## src/rtl/prism_prog_loader_pkg.sv

```systemverilog
// Shared types and constants for the PRISM program loader.
package prism_loader_pkg;

  // Sequencer states: idle pass-through, engine halt, word streaming, engine release.
  typedef enum logic [1:0] {
    ST_IDLE    = 2'd0,
    ST_HALT    = 2'd1,
    ST_LOAD    = 2'd2,
    ST_RELEASE = 2'd3
  } loader_state_t;

  // Bit positions inside the sticky status vector.
  localparam int STATUS_OVERFLOW  = 0;
  localparam int STATUS_COLLISION = 1;
  localparam int STATUS_TIMEOUT   = 2;

  localparam int DBG_ADDR_W = 6;
  localparam int DATA_W     = 32;

  // Debug addresses wrap modulo 64, so the last slot is followed by slot 0.
  function automatic logic [DBG_ADDR_W-1:0] nextDbgAddr(input logic [DBG_ADDR_W-1:0] addr);
    return addr + 6'd1;
  endfunction

endpackage

```

## src/rtl/prism_prog_loader_if.sv

```systemverilog
// Host/CPU/debug-port signal bundle of the PRISM program loader.
interface prism_prog_loader_if;

  logic        push;
  logic [31:0] push_data;
  logic        fifo_full;
  logic        start;
  logic [5:0]  base_addr;
  logic [5:0]  word_count;
  logic        run_after;
  logic        abort;
  logic        cpu_wr;
  logic [5:0]  cpu_addr;
  logic [31:0] cpu_wdata;
  logic        cpu_reset;
  logic        cpu_enable;
  logic        dbg_wr;
  logic [5:0]  dbg_addr;
  logic [31:0] dbg_wdata;
  logic        prism_reset;
  logic        prism_enable;
  logic        busy;
  logic        done;
  logic [2:0]  status;

  // Register-decode side: issues words, commands and direct CPU accesses.
  modport master (
    output push, push_data, start, base_addr, word_count, run_after, abort,
           cpu_wr, cpu_addr, cpu_wdata, cpu_reset, cpu_enable,
    input  fifo_full, dbg_wr, dbg_addr, dbg_wdata, prism_reset, prism_enable,
           busy, done, status
  );

  // Loader side: consumes commands and drives the PRISM debug port.
  modport slave (
    input  push, push_data, start, base_addr, word_count, run_after, abort,
           cpu_wr, cpu_addr, cpu_wdata, cpu_reset, cpu_enable,
    output fifo_full, dbg_wr, dbg_addr, dbg_wdata, prism_reset, prism_enable,
           busy, done, status
  );

endinterface

```

## src/rtl/prism_prog_loader_fifo.sv

```systemverilog
// Small word FIFO buffering configuration words ahead of a load.
module prism_loader_fifo #(
  parameter int DEPTH = 4
) (
  input  logic        clk,
  input  logic        rst_n,
  input  logic        i_push,
  input  logic [31:0] i_push_data,
  input  logic        i_pop,
  input  logic        i_flush,
  output logic        o_full,
  output logic        o_empty,
  output logic [31:0] o_head
);

  localparam int AW = $clog2(DEPTH);
  localparam logic [AW:0] PTR_ONE = {{AW{1'b0}}, 1'b1};

  logic [31:0] r_mem [DEPTH];
  logic [AW:0] r_wr_ptr;
  logic [AW:0] r_rd_ptr;
  logic        w_do_push;
  logic        w_do_pop;

  // The extra pointer bit distinguishes a full ring from an empty one.
  assign o_empty   = (r_wr_ptr == r_rd_ptr);
  assign o_full    = (r_wr_ptr[AW] != r_rd_ptr[AW]) &&
                     (r_wr_ptr[AW-1:0] == r_rd_ptr[AW-1:0]);
  assign w_do_pop  = i_pop && !o_empty;
  // A pop in the same cycle frees the slot, so a push against a full ring still lands.
  assign w_do_push = i_push && (!o_full || w_do_pop);
  assign o_head    = r_mem[r_rd_ptr[AW-1:0]];

  // Pointer update; a flush discards everything queued before this cycle.
  always_ff @(posedge clk or negedge rst_n) begin
    if (!rst_n) begin
      r_wr_ptr <= '0;
      r_rd_ptr <= '0;
    end else begin
      if (w_do_push) begin
        r_wr_ptr <= r_wr_ptr + PTR_ONE;
      end
      if (i_flush) begin
        r_rd_ptr <= r_wr_ptr;
      end else if (w_do_pop) begin
        r_rd_ptr <= r_rd_ptr + PTR_ONE;
      end
    end
  end

  // Storage array; contents need no reset because the pointers define validity.
  always_ff @(posedge clk) begin
    if (w_do_push) begin
      r_mem[r_wr_ptr[AW-1:0]] <= i_push_data;
    end
  end

endmodule

```

## src/rtl/prism_prog_loader.sv

```systemverilog
// Program-load sequencer: halts PRISM, streams buffered words into its debug port, releases it.
module prism_prog_loader
  import prism_loader_pkg::*;
#(
  parameter int FIFO_DEPTH = 4,
  parameter int TIMEOUT    = 255
) (
  input  logic               clk,
  input  logic               rst_n,
  prism_prog_loader_if.slave bus
);

  loader_state_t r_state;
  loader_state_t w_next_state;

  logic [5:0]  r_addr;
  logic [5:0]  r_remaining;
  logic        r_run_after;
  logic [7:0]  r_idle_cnt;
  logic [2:0]  r_status;

  logic        w_full;
  logic        w_empty;
  logic [31:0] w_head;
  logic        w_pop;
  logic        w_start_acc;
  logic        w_abort_busy;
  logic        w_timeout;
  logic        w_last_write;
  logic        w_overflow;
  logic        w_collision;
  logic [8:0]  w_idle_plus;
  logic [2:0]  w_status_set;

  logic        w_dbg_wr;
  logic [5:0]  w_dbg_addr;
  logic [31:0] w_dbg_wdata;
  logic        w_prism_reset;
  logic        w_prism_enable;

  prism_loader_fifo #(
    .DEPTH (FIFO_DEPTH)
  ) u_fifo (
    .clk         (clk),
    .rst_n       (rst_n),
    .i_push      (bus.push),
    .i_push_data (bus.push_data),
    .i_pop       (w_pop),
    .i_flush     (bus.abort),
    .o_full      (w_full),
    .o_empty     (w_empty),
    .o_head      (w_head)
  );

  // Abort beats start; abort during RELEASE only flushes since the engine is already going out.
  assign w_start_acc  = (r_state == ST_IDLE) && bus.start && !bus.abort;
  assign w_abort_busy = bus.abort && ((r_state == ST_HALT) || (r_state == ST_LOAD));

  // The remaining count is never zero inside LOAD, so a non-empty FIFO always means a write.
  assign w_pop        = (r_state == ST_LOAD) && !w_empty && (r_remaining != 6'd0);
  assign w_last_write = w_pop && (r_remaining == 6'd1);
  assign w_idle_plus  = {1'b0, r_idle_cnt} + 9'd1;
  assign w_timeout    = (r_state == ST_LOAD) && w_empty && (w_idle_plus >= 9'(TIMEOUT));

  assign w_overflow   = bus.push && w_full && !w_pop;
  assign w_collision  = bus.cpu_wr && (r_state != ST_IDLE);

  // Collect this cycle's error events into their status bit positions.
  always_comb begin
    w_status_set                   = '0;
    w_status_set[STATUS_OVERFLOW]  = w_overflow;
    w_status_set[STATUS_COLLISION] = w_collision;
    w_status_set[STATUS_TIMEOUT]   = w_timeout;
  end

  // State register.
  always_ff @(posedge clk or negedge rst_n) begin
    if (!rst_n) begin
      r_state <= ST_IDLE;
    end else begin
      r_state <= w_next_state;
    end
  end

  // Next-state selection and debug-port drive; only IDLE forwards the CPU request.
  always_comb begin
    w_next_state   = r_state;
    w_dbg_wr       = 1'b0;
    w_dbg_addr     = r_addr;
    w_dbg_wdata    = '0;
    w_prism_reset  = 1'b1;
    w_prism_enable = 1'b0;
    case (r_state)
      ST_IDLE: begin
        w_dbg_wr       = bus.cpu_wr;
        w_dbg_addr     = bus.cpu_addr;
        w_dbg_wdata    = bus.cpu_wdata;
        w_prism_reset  = bus.cpu_reset;
        w_prism_enable = bus.cpu_enable;
        if (w_start_acc) begin
          w_next_state = ST_HALT;
        end
      end
      ST_HALT: begin
        if (bus.abort || (r_remaining == 6'd0)) begin
          w_next_state = ST_RELEASE;
        end else begin
          w_next_state = ST_LOAD;
        end
      end
      ST_LOAD: begin
        w_dbg_wr    = w_pop;
        w_dbg_wdata = w_pop ? w_head : 32'd0;
        if (bus.abort || w_last_write || w_timeout) begin
          w_next_state = ST_RELEASE;
        end
      end
      ST_RELEASE: begin
        w_prism_reset  = 1'b0;
        w_prism_enable = r_run_after;
        w_next_state   = ST_IDLE;
      end
      default: begin
        w_next_state = ST_IDLE;
      end
    endcase
  end

  // Load parameters, address/count walk, starvation counter and sticky error flags.
  always_ff @(posedge clk or negedge rst_n) begin
    if (!rst_n) begin
      r_addr      <= '0;
      r_remaining <= '0;
      r_run_after <= 1'b0;
      r_idle_cnt  <= '0;
      r_status    <= '0;
    end else begin
      r_status <= (w_start_acc ? 3'b000 : r_status) | w_status_set;
      if (w_start_acc) begin
        r_addr      <= bus.base_addr;
        r_remaining <= bus.word_count;
        r_run_after <= bus.run_after;
        r_idle_cnt  <= '0;
      end else begin
        if (w_abort_busy || w_timeout) begin
          r_run_after <= 1'b0;
        end
        if (w_pop) begin
          r_addr      <= nextDbgAddr(r_addr);
          r_remaining <= r_remaining - 6'd1;
          r_idle_cnt  <= '0;
        end else if ((r_state == ST_LOAD) && w_empty) begin
          r_idle_cnt  <= w_idle_plus[7:0];
        end
      end
    end
  end

  assign bus.fifo_full    = w_full;
  assign bus.dbg_wr       = w_dbg_wr;
  assign bus.dbg_addr     = w_dbg_addr;
  assign bus.dbg_wdata    = w_dbg_wdata;
  assign bus.prism_reset  = w_prism_reset;
  assign bus.prism_enable = w_prism_enable;
  assign bus.busy         = (r_state != ST_IDLE);
  assign bus.done         = (r_state == ST_RELEASE);
  assign bus.status       = r_status;

endmodule

```

## src/flat_wrapper.sv

```systemverilog
// flat-port wrapper written by rule: the top's interface ports become plain ports
module prism_prog_loader_flat import prism_loader_pkg::*;
#(
  parameter int FIFO_DEPTH = 4,
  parameter int TIMEOUT    = 255
)
  (clk, rst_n, bus_push, bus_push_data, bus_start, bus_base_addr, bus_word_count, bus_run_after, bus_abort, bus_cpu_wr, bus_cpu_addr, bus_cpu_wdata, bus_cpu_reset, bus_cpu_enable, bus_fifo_full, bus_dbg_wr, bus_dbg_addr, bus_dbg_wdata, bus_prism_reset, bus_prism_enable, bus_busy, bus_done, bus_status);
  prism_prog_loader_if bus_i ();
  input  logic clk;
  input  logic rst_n;
  input wire logic [$bits(bus_i.push)-1:0] bus_push;
  input wire logic [$bits(bus_i.push_data)-1:0] bus_push_data;
  input wire logic [$bits(bus_i.start)-1:0] bus_start;
  input wire logic [$bits(bus_i.base_addr)-1:0] bus_base_addr;
  input wire logic [$bits(bus_i.word_count)-1:0] bus_word_count;
  input wire logic [$bits(bus_i.run_after)-1:0] bus_run_after;
  input wire logic [$bits(bus_i.abort)-1:0] bus_abort;
  input wire logic [$bits(bus_i.cpu_wr)-1:0] bus_cpu_wr;
  input wire logic [$bits(bus_i.cpu_addr)-1:0] bus_cpu_addr;
  input wire logic [$bits(bus_i.cpu_wdata)-1:0] bus_cpu_wdata;
  input wire logic [$bits(bus_i.cpu_reset)-1:0] bus_cpu_reset;
  input wire logic [$bits(bus_i.cpu_enable)-1:0] bus_cpu_enable;
  output wire logic [$bits(bus_i.fifo_full)-1:0] bus_fifo_full;
  output wire logic [$bits(bus_i.dbg_wr)-1:0] bus_dbg_wr;
  output wire logic [$bits(bus_i.dbg_addr)-1:0] bus_dbg_addr;
  output wire logic [$bits(bus_i.dbg_wdata)-1:0] bus_dbg_wdata;
  output wire logic [$bits(bus_i.prism_reset)-1:0] bus_prism_reset;
  output wire logic [$bits(bus_i.prism_enable)-1:0] bus_prism_enable;
  output wire logic [$bits(bus_i.busy)-1:0] bus_busy;
  output wire logic [$bits(bus_i.done)-1:0] bus_done;
  output wire logic [$bits(bus_i.status)-1:0] bus_status;
  assign bus_i.push = bus_push;
  assign bus_i.push_data = bus_push_data;
  assign bus_i.start = bus_start;
  assign bus_i.base_addr = bus_base_addr;
  assign bus_i.word_count = bus_word_count;
  assign bus_i.run_after = bus_run_after;
  assign bus_i.abort = bus_abort;
  assign bus_i.cpu_wr = bus_cpu_wr;
  assign bus_i.cpu_addr = bus_cpu_addr;
  assign bus_i.cpu_wdata = bus_cpu_wdata;
  assign bus_i.cpu_reset = bus_cpu_reset;
  assign bus_i.cpu_enable = bus_cpu_enable;
  assign bus_fifo_full = bus_i.fifo_full;
  assign bus_dbg_wr = bus_i.dbg_wr;
  assign bus_dbg_addr = bus_i.dbg_addr;
  assign bus_dbg_wdata = bus_i.dbg_wdata;
  assign bus_prism_reset = bus_i.prism_reset;
  assign bus_prism_enable = bus_i.prism_enable;
  assign bus_busy = bus_i.busy;
  assign bus_done = bus_i.done;
  assign bus_status = bus_i.status;
  prism_prog_loader #(.FIFO_DEPTH(FIFO_DEPTH), .TIMEOUT(TIMEOUT)) u_core (.clk(clk), .rst_n(rst_n), .bus(bus_i));
endmodule
```

## config.mk

```make
export PLATFORM = sky130hd
export DESIGN_NAME = prism_prog_loader_flat
export DESIGN_NICKNAME = d
export VERILOG_FILES = /design/src/rtl/prism_prog_loader_pkg.sv /design/src/rtl/prism_prog_loader_if.sv /design/src/rtl/prism_prog_loader_fifo.sv /design/src/rtl/prism_prog_loader.sv /design/src/flat_wrapper.sv
export SDC_FILE = /design/constraint.sdc
export NUM_CORES = 1
export LEC_CHECK = 0
export ABC_AREA = 1
export CAP_MARGIN = 0
export CORE_MARGIN = 2
export CORE_UTILIZATION = 45
export CTS_CLUSTER_DIAMETER = 120
export CTS_CLUSTER_SIZE = 25
export DETAILED_ROUTE_END_ITERATION = 16
export PLACE_DENSITY = 0.72
export SLEW_MARGIN = 5
export SYNTH_ARGS = -nofsm -noshare
export SYNTH_HDL_FRONTEND = slang
export SYNTH_SLANG_ARGS = --single-unit
```

## constraint.sdc

```tcl
create_clock -name clk -period 9.1 [get_ports clk]
set_clock_uncertainty 0.2 [all_clocks]
set_input_delay 1.365 -clock clk [delete_from_list [all_inputs] [get_ports clk]]
set_output_delay 1.365 -clock clk [all_outputs]
set_load 0.01 [all_outputs]
```

* Word-level counts from Yosys, hierarchy flattened *
Memories as Yosys holds them, arrays and structs flattened.
Cells that the tools add are included.

word-level totals
  flip-flop bits (word level) = 32
  RAM bits = 128
  word-level logic and storage cells = 82
  memories kept = 1

memories
  memory               words  bits a word  read ports  clocked after memory_dff  write ports  RTL line                      RTL
  u_core.u_fifo.r_mem  4      32           1           0                         1            prism_prog_loader_fifo.sv:19  logic [31:0] r_mem [DEPTH];

operators by class
  add/subtract/negate cells = 5
  magnitude comparators = 1
  equality and inequality tests = 9
  mux-type cells = 24
  bitwise logic cells = 1
  reductions and logical operators = 33

operators by type and width
  kind                   count
  $pmux W32 S2           1
  $mux W32               1
  $mux W6                5
  $mux W8                3
  $logic_and A1 B1 Y1    14
  $add A8 B1 Y9 const B  1
  $ge A9 B8 Y1 const B   1
  $mux W3                3
  $pmux W2 S4            1
  $reduce_bool A2 Y1     4
  $add A3 B1 Y3 const B  2
  $add A6 B1 Y6 const B  1
  $eq A6 B1 Y1 const B   1
  $logic_not A6 Y1       1
  $logic_or A1 B1 Y1     6
  $pmux W1 S2            3
  $reduce_bool A6 Y1     1
  $sub A6 B1 Y6 const B  1
  $mux W1                5
  $eq A2 B2 Y1 const B   2
  $logic_not A1 Y1       4
  $mux W2                2
  $eq A3 B3 Y1           1
  $or A3 B3 Y3           1
  8 further kinds        8

* Longest topological paths before layout *
Gate-level depths: netlist (run 1).

  depth in word-level cells = 9
  gate-level depth with buffers = 14
  depth with buffers taken out = 14

* Modules after synthesis *
From an unflattened synthesis (run 1), not the netlist that was laid out.

second synthesis, totals
  cells, all modules = 649
  area, all modules = 7370.8 um^2

by module, submodules not included
  module             times used  cells an instance  area each (um^2)  seq. area each (um^2)
  prism_loader_fifo  1           381                5238.8            3993.8
  prism_prog_loader  1           268                2132.0            650.6

* Least setup slack after synthesis (run 1) *
OpenSTA, ideal clock, no wires.

  kind = input -> register
  start point = input bus_push
  end point = memory u_core.u_fifo.r_mem[1][0], enable pin
  library setup time = 421 ps
  arrival = 2802 ps
  setup slack = 5677 ps
  stages on the path = 2
  path buffers = 0
  path through = nand2_4 -> nor2_1

on the way
  cells in the longest elaborated chain, start to end = 3

RTL lines
  element                        RTL line                      RTL
  start, declared                flat_wrapper.sv:11            input wire logic [$bits(bus_i.push)-1:0] bus_push;
  $logic_and A1 B1 Y1            prism_prog_loader_fifo.sv:31  assign w_do_push = i_push && (!o_full || w_do_pop);
  $mux W1                        prism_prog_loader_fifo.sv:53  if (w_do_push) begin
  $mux W1 (implied by the code)  prism_prog_loader_fifo.sv:54  r_mem[r_wr_ptr[AW-1:0]] <= i_push_data;
  end, declared                  prism_prog_loader_fifo.sv:19

No other way between the ends.

* Final worst setup path (run 1) *
  start point = register u_core.u_fifo.r_rd_ptr[0]
  end point = output bus_dbg_wdata[4]

on the way
  cells in the longest elaborated chain, start to end = 6

RTL lines
  element                            RTL line                      RTL
  start, declared                    prism_prog_loader_fifo.sv:21  logic [AW:0] r_rd_ptr;
  start signal, assigned             prism_prog_loader_fifo.sv:44  r_rd_ptr <= r_wr_ptr;
  start signal, assigned             prism_prog_loader_fifo.sv:46  r_rd_ptr <= r_rd_ptr + PTR_ONE;
  $eq A3 B3 Y1                       prism_prog_loader_fifo.sv:26  assign o_empty = (r_wr_ptr == r_rd_ptr);
  $logic_not A1 Y1                   prism_prog_loader.sv:60       assign w_pop = (r_state == ST_LOAD) && !w_empty && (r_remaining != 6'd0);
  $logic_and A1 B1 Y1 (2 in series)  prism_prog_loader.sv:60
  $mux W32 *                         prism_prog_loader.sv:113      w_dbg_wdata = w_pop ? w_head : 32'd0;
  $pmux W32 S2 *                     prism_prog_loader.sv:93       case (r_state)
  end, declared                      flat_wrapper.sv:26            output wire logic [$bits(bus_i.dbg_wdata)-1:0] bus_dbg_wdata;

Mark *: on every way between the ends. The rest lies on a longest branch, timed or not.

==> results.md, run 1 <==
* Hold crit path type: reg -> reg
* Placed wire-length estimate at 10.7 mm
* Total Wirelength at 16.9 mm
* Vias in the first global route at 5400
* Clk_lat worst skew at 0.42 ns
* Cell Chain, Critical Path: inv_1 > buf_4 > nand2_1 > nand3_1 > a32o_1 > clkdlybuf4s50_1
* Clk slew on worst S/H paths at 0.06 ns
* Overflow after GRT at 0
* Fin nets at 892
* Io pins at 138
* Post-Syn Instances at 663
* Die ar. at 0.0173 mm²
* Total global routing track utilization at 20.1%
* DR pass1 iterations at 6
* Drt via density at 5.41
* # placed instances at 983
* Power per cell area at 333 mW/mm²
* Non-Filler Instances at 1014
* Crit end category: primary output
* Static leakage at 3.56 nW
* Main synth FF type: edfxtp_1
* CTS root buf: clkbuf_16
* Minimum clock period at 4.85 ns
* Hold buffers post-CTS at 0
* First-pass GRT wire length at 27.6 mm
* Remaining antenna violation count at 0
* Die W at 132 µm
* Clock buffer depth at 2
* Die extent in y at 132 µm
* Clk sinks at 160
* Number of max-cap violations at 0
* Growth of design area from synthesis to finish at 28.9%
* Crit-path max cell delay at 1.05 ns
* Outcome: finished clean
* CP required at 7.54 ns
* Post-synthesis register bit count at 160
* Peak Freq at 0.206 GHz
* # port buffers at 137
* Routed WL per cell at 16.7 µm
* Crit path max fanout at 100
* Multi-input gate area at 0.00227 mm²
* Pin slew with the least headroom to its limit at 1.14 ns
* Max Slew Vio Count at 0
* Number of H-tree levels at 4
* Relative slew slack at 23.7%
* Slowest stage cell, crit path: dfrtp_4
* Starting density of the core at 46.1%
* Number of CTS-inserted buffers at 17
* Register area at 0.00465 mm²
* RSZ-0062 raised after global routing: false
* Core Region at 0.0159 mm²
* Fin worst setup slack at 4.25 ns
* Syn_nets at 769
* Synth Cell Area at 0.00732 mm²
* Final hold violation count at 0
* Final TNS setup at 0 ns
* Yosys top cell area share at 52.5%
* Routed vias at 5490
* Initial antenna violation count at 0
* Number of unique standard cell types used by synthesis at 44
* Share of layout cells above drive strength 1 at 6.52%
* WS Path Type: reg -> out
* Seq/Total Area, Yosys at 63.4%
* CTS tree: built
* DRC viols at 0
* Synth area leaders: edfxtp_1 53%, dfrtp_1 11%, nand2_1 7.0%
* PostCTS Resize Cnt at 0
* Fin crit share at 53.3%
* EDFF count, synth at 128
* Mean Syn Cell Area at 11.0 µm²
* Setup repair bufs after CTS at 0
* Largest net degree at the start of global routing at 101
* Setup violations, final at 0
* Post-synth top area cell: edfxtp_1
* Final GP Congestion at 0.852
* Utilization after layout at 59.4%
* CP arrival at 3.29 ns
* Critical path launch point type: flip-flop
* Async set-reset flop share out of synthesis at 20.0%
* VDD IR-drop max at 0.000159 V
* DP Worst Slack at 4.69 ns
* Row count at 46
* N_diodes at 0
* R2R Setup Slk at 5.53 ns
* Iteration-0 DRC Markers at 371
* YS warnings at 0
* Fill cell count at 1301
final timing paths:
kind                                            from                        end  depth (start not counted)
setup / recovery           u_core.u_fifo.r_rd_ptr[0]           bus_dbg_wdata[4]                          6
hold / removal                  u_core.bus.status[0]       u_core.bus.status[0]                          1
setup reg to reg                   u_core.r_state[0]      u_core.r_remaining[0]                          7
hold reg to reg                 u_core.bus.status[0]       u_core.bus.status[0]                          1
max in group asynchronous                      rst_n  u_core.u_fifo.r_rd_ptr[0]                          2
min in group asynchronous                      rst_n           u_core.r_addr[5]                          2
cell families after synthesis:
logic type / count (synthesis) / share of synthesized area (%)
DFF: 160 / 63.4
xor gates and xnor gates: 6 / 1.08
and+or+nand+nor: 235 / 14.1
adders and majority gates: 15 / 2.56
AOI/OAI and AO/OA: 146 / 12.9
buffers and inverters: 101 / 5.95
Yosys cell counts (3+ instances only):
| cell type | count |
|---|---|
| buf_2 | 3 |
| nor2_1 | 25 |
| buf_6 | 3 |
| nand3_1 | 56 |
| a31oi_1 | 7 |
| o21bai_1 | 3 |
| clkbuf_1 | 24 |
| o21ai_0 | 49 |
| nand4_1 | 5 |
| xor2_1 | 3 |
| ha_1 | 15 |
| dfrtp_1 | 32 |
| a21oi_1 | 44 |
| inv_1 | 63 |
| nand2_1 | 137 |
| a32o_1 | 33 |
| edfxtp_1 | 128 |
metal layers:
layer,global-route usage [%],wire length [µm],up-vias
li1,-,-,2602
met1,26.7,7410,2660
met2,32.3,8080,202
met3,4.86,1090,26
met4,7.55,341,0
met5,0,0,-
cell type report:
type                            count  area share [%]
Timing Repair Buffer              139            14.7
Sequential cell                   160            49.3
Clock buffer                       18            4.55
Clock inverter                     13            1.94
Tap cell                          216            2.86
Inverter                           66            2.67
Multi-Input combinational cell    402            24.0
critical path: cells and delay by family, from the launching register on:
family	cells	cell delay (ns)
flops	1	1.05
buf+inv	3	1.27
simple gates	2	0.18
compound gates	1	0.32
layout by cell type, fill, tap and decap left out, types with 4 or more instances in the layout:
cell             synthesis  routed
nand2_1                137     137
clkdlybuf4s50_1          0     137
edfxtp_1               128     128
inv_1                   63      63
nand3_1                 56      56
o21ai_0                 49      49
a21oi_1                 44      44
a32o_1                  33      33
dfrtp_1                 32      31
nor2_1                  25      22
clkbuf_16                0      17
ha_1                    15      14
a31oi_1                  7       7
nand4_1                  5       5
nor2_4                   1       4
bufinv_16                0       4
inv_6                    0       4
registers in the layout (all words and copies together), names as in the netlist:
| name | cells |
|---|---|
| u_core.bus.status | 3 |
| u_core.r_addr | 6 |
| u_core.r_idle_cnt | 8 |
| u_core.r_remaining | 6 |
| u_core.r_run_after | 1 |
| u_core.r_state | 2 |
| u_core.u_fifo.r_mem | 128 |
| u_core.u_fifo.r_rd_ptr | 3 |
| u_core.u_fifo.r_wr_ptr | 3 |
where the power goes:
| group | internal, mW | switching, mW | total, mW |
|---|---|---|---|
| Clock | 0.458 | 0.283 | 0.742 |
| Sequential | 0.994 | 0.150 | 1.14 |
| Combinational | 0.553 | 0.706 | 1.26 |
| Total | 2.01 | 1.14 | 3.15 |
per-stage QoR:
step	cell area, µm²	hold WS [ns]	power, mW
floorplan	7320	0.282	1.91
global placement	8820	0.264	2.38
detailed placement	8820	0.280	2.42
CTS	9430	0.293	3.17
global route	9430	0.331	3.35
finish	9430	0.289	3.15
No activity file was read; power rests on OpenSTA's default activity.
==> inputs of run 2 (changes only) <==
--- a/config.mk
+++ b/config.mk
@@ -12,7 +12,7 @@
 export CTS_CLUSTER_DIAMETER = 120
 export CTS_CLUSTER_SIZE = 25
 export DETAILED_ROUTE_END_ITERATION = 16
-export PLACE_DENSITY = 0.72
+export PLACE_DENSITY = 0.74
 export SLEW_MARGIN = 5
 export SYNTH_ARGS = -nofsm -noshare
 export SYNTH_HDL_FRONTEND = slang
==> constraint.sdc (replaced) <==
create_clock -name clk -period 3.9 [get_ports clk]
set_clock_uncertainty 0.2 [all_clocks]
set_input_delay 0.585 -clock clk [delete_from_list [all_inputs] [get_ports clk]]
set_output_delay 0.585 -clock clk [all_outputs]
set_load 0.01 [all_outputs]
==> results.md, run 2 (synthesis gave the netlist of run 1 again) <==
* Clock network power share at 20.9% (-2.7 points)
* Row count at 46 (unchanged)
* Crit-path max cell delay at 0.55 ns (-0.50 ns)
* Clock buffer depth at 2 (unchanged)
* First-pass GRT wire length at 27.5 mm (-0.42%)
* Largest net degree at the start of global routing at 100 (-0.99%)
* P_int at 4.48 mW (+120%)
* Hold crit path type: reg -> reg
* Number of H-tree levels at 4 (unchanged)
* RSZ-0062 raised after global routing: false
* Share of layout cells above drive strength 1 at 7.80% (+1.3 points)
* Total global routing track utilization at 20.1% (-0.082 points)
* CP top delay family: buffers and inverters
* Overflow after GRT at 0 (unchanged)
* Power per cell area at 762 mW/mm² (+130%)
* Clk sinks at 160 (unchanged)
* Max reg flops at 128 (unchanged)
* Number of CTS-inserted buffers at 17 (unchanged)
* Hold buffers post-CTS at 0 (unchanged)
* Number of max-cap violations at 0 (unchanged)
* CP required at 3.12 ns (-4.42 ns)
* Worst setup path startpoint: u_core.r_remaining[0]
* Max Slew Vio Count at 0 (unchanged)
* Multi-input gate area at 0.00227 mm² (unchanged)
* Setup repair bufs after CTS at 0 (unchanged)
* Register area at 0.00465 mm² (about the same)
* Worst r2r src: u_core.r_state[0]
* Crit end category: primary output
* Combinational share of power at 44.0% (+4.0 points)
* Total Wirelength at 17.3 mm (+2.0%)
* Initial antenna violation count at 0 (unchanged)
* DRC viols at 0 (unchanged)
* Final GP Congestion at 0.871 (+2.2%)
* Die ar. at 0.0173 mm² (unchanged)
* Routed vias at 5516 (+0.47%)
* Clk slew on worst S/H paths at 0.06 ns (about the same)
* PostCTS Resize Cnt at 0 (unchanged)
* Fill cell count at 1273 (-2.2%)
* Die extent in y at 132 µm (unchanged)
* # port buffers at 137 (unchanged)
* DR pass1 iterations at 5 (-1)
* CTS root buf: clkbuf_16
* Hold Startpoint: u_core.bus.status[0]
* Total power at 7.20 mW (+130%)
* VDD IR-drop max at 0.000424 V (+170%)
* Sw Share at 37.7% (+1.4 points)
* N_diodes at 0 (unchanged)
* Final hold violation count at 0 (unchanged)
* Crit path max fanout at 38 (-62%)
* P_sw at 2.71 mW (+140%)
* CP arrival at 2.69 ns (-0.60 ns)
* Static leakage at 3.58 nW (+0.48%)
* Drt via density at 5.39 (-0.51%)
* Setup violations, final at 0 (unchanged)
* Minimum clock period at 3.47 ns
* Commonest non-fill, non-tap cells in the layout: 137 x nand2_1, 137 x clkdlybuf4s50_1, 128 x edfxtp_1, 63 x inv_1, 56 x nand3_1
* Routed WL per cell at 16.9 µm (+1.0%)
* Placed wire-length estimate at 10.8 mm (+1.0%)
* Core Region at 0.0159 mm² (unchanged)
* CTS tree: built
* Starting density of the core at 46.1% (unchanged)
* Remaining antenna violation count at 0 (unchanged)
* Growth of design area from synthesis to finish at 29.0%
* Fin nets at 901 (+1.0%)
* Seq pwr share at 35.1% (-1.3 points)
* Pin slew with the least headroom to its limit at 0.781 ns (-0.363 ns)
* Fin crit share at 89.0%
* Iteration-0 DRC Markers at 374 (+0.81%)
* Relative slew slack at 47.8% (+24 points)
* Slowest stage cell, crit path: clkdlybuf4s50_1
* WP buf/inv at 3 (unchanged)
* Outcome: finished clean
* Final TNS setup at 0 ns (unchanged)
* Die W at 132 µm (unchanged)
* Vias in the first global route at 5489 (+1.6%)
* Io pins at 138 (unchanged)
* Cell Chain, Critical Path: inv_1 > ha_1 > nand4_1 > nand3_4 > inv_4 > a32o_1 > clkdlybuf4s50_1
* Clk_lat worst skew at 0.42 ns (about the same)
* Peak Freq at 0.288 GHz
* Hold WS at 0.288 ns (-0.000655 ns)
* WS Path Type: reg -> out
* Critical path launch point type: flip-flop
## run 2: cell types whose count changed in the layout (fill, tap and decap cells not counted), moves of 2 or more
cell,previous run,this run
bufinv_16,4,0
buf_4,2,9
buf_12,0,2
inv_6,4,6
clkinv_2,1,3
## run 2: layout make-up
type | instances | share of cell area (%)
clock buffer | 17 | 4.50
inverter | 66 | 2.66
clock inverter | 15 | 1.13
multi-input combinational | 402 | 24.0
tap | 216 | 2.86
sequential | 160 | 49.2
timing repair buffer | 148 | 15.7
## run 2: final timing paths
kind                       cells past startpoint                   endpoint  slack, ns
setup / recovery                               7           bus_dbg_wdata[3]       0.43
hold / removal                                 1       u_core.bus.status[0]       0.29
setup reg to reg                               9      u_core.r_remaining[0]       1.03
hold reg to reg                                1       u_core.bus.status[0]       0.29
max in group asynchronous                      2  u_core.u_fifo.r_rd_ptr[0]       2.80
min in group asynchronous                      2      u_core.r_remaining[4]       0.38
## run 2: layer usage
layer | GRT usage [%] | vias up | routed length (µm)
li1 | - | 2609 | -
met4 | 7.00 | 0 | 182
met2 | 32.8 | 248 | 8460
met3 | 4.98 | 17 | 1260
met5 | 0 | - | 0
met1 | 26.1 | 2642 | 7370
## run 2: power by group through the flow
stage,Sequential [mW],Combinational [mW],Clock [mW]
finish,2.53,3.16,1.50
global route,2.57,3.46,1.60
CTS,2.53,3.19,1.53
detailed placement,2.56,3.16,0
global placement,2.53,3.09,0
floorplan,2.51,1.94,0
## run 2: through the flow
stage | cells | cell area (µm²) | utilization (%) | worst slack, ns
final | 1024 | 9440 | 59.5 | 0.428
after global routing | 1024 | 9440 | 59.5 | 0.281
after CTS | 1024 | 9440 | 59.5 | 0.418
after detailed placement | 992 | 8910 | 56.1 | 0.883
after global placement | 992 | 8910 | 56.1 | 0.942
after floorplan | 663 | 7320 | - | 0.802
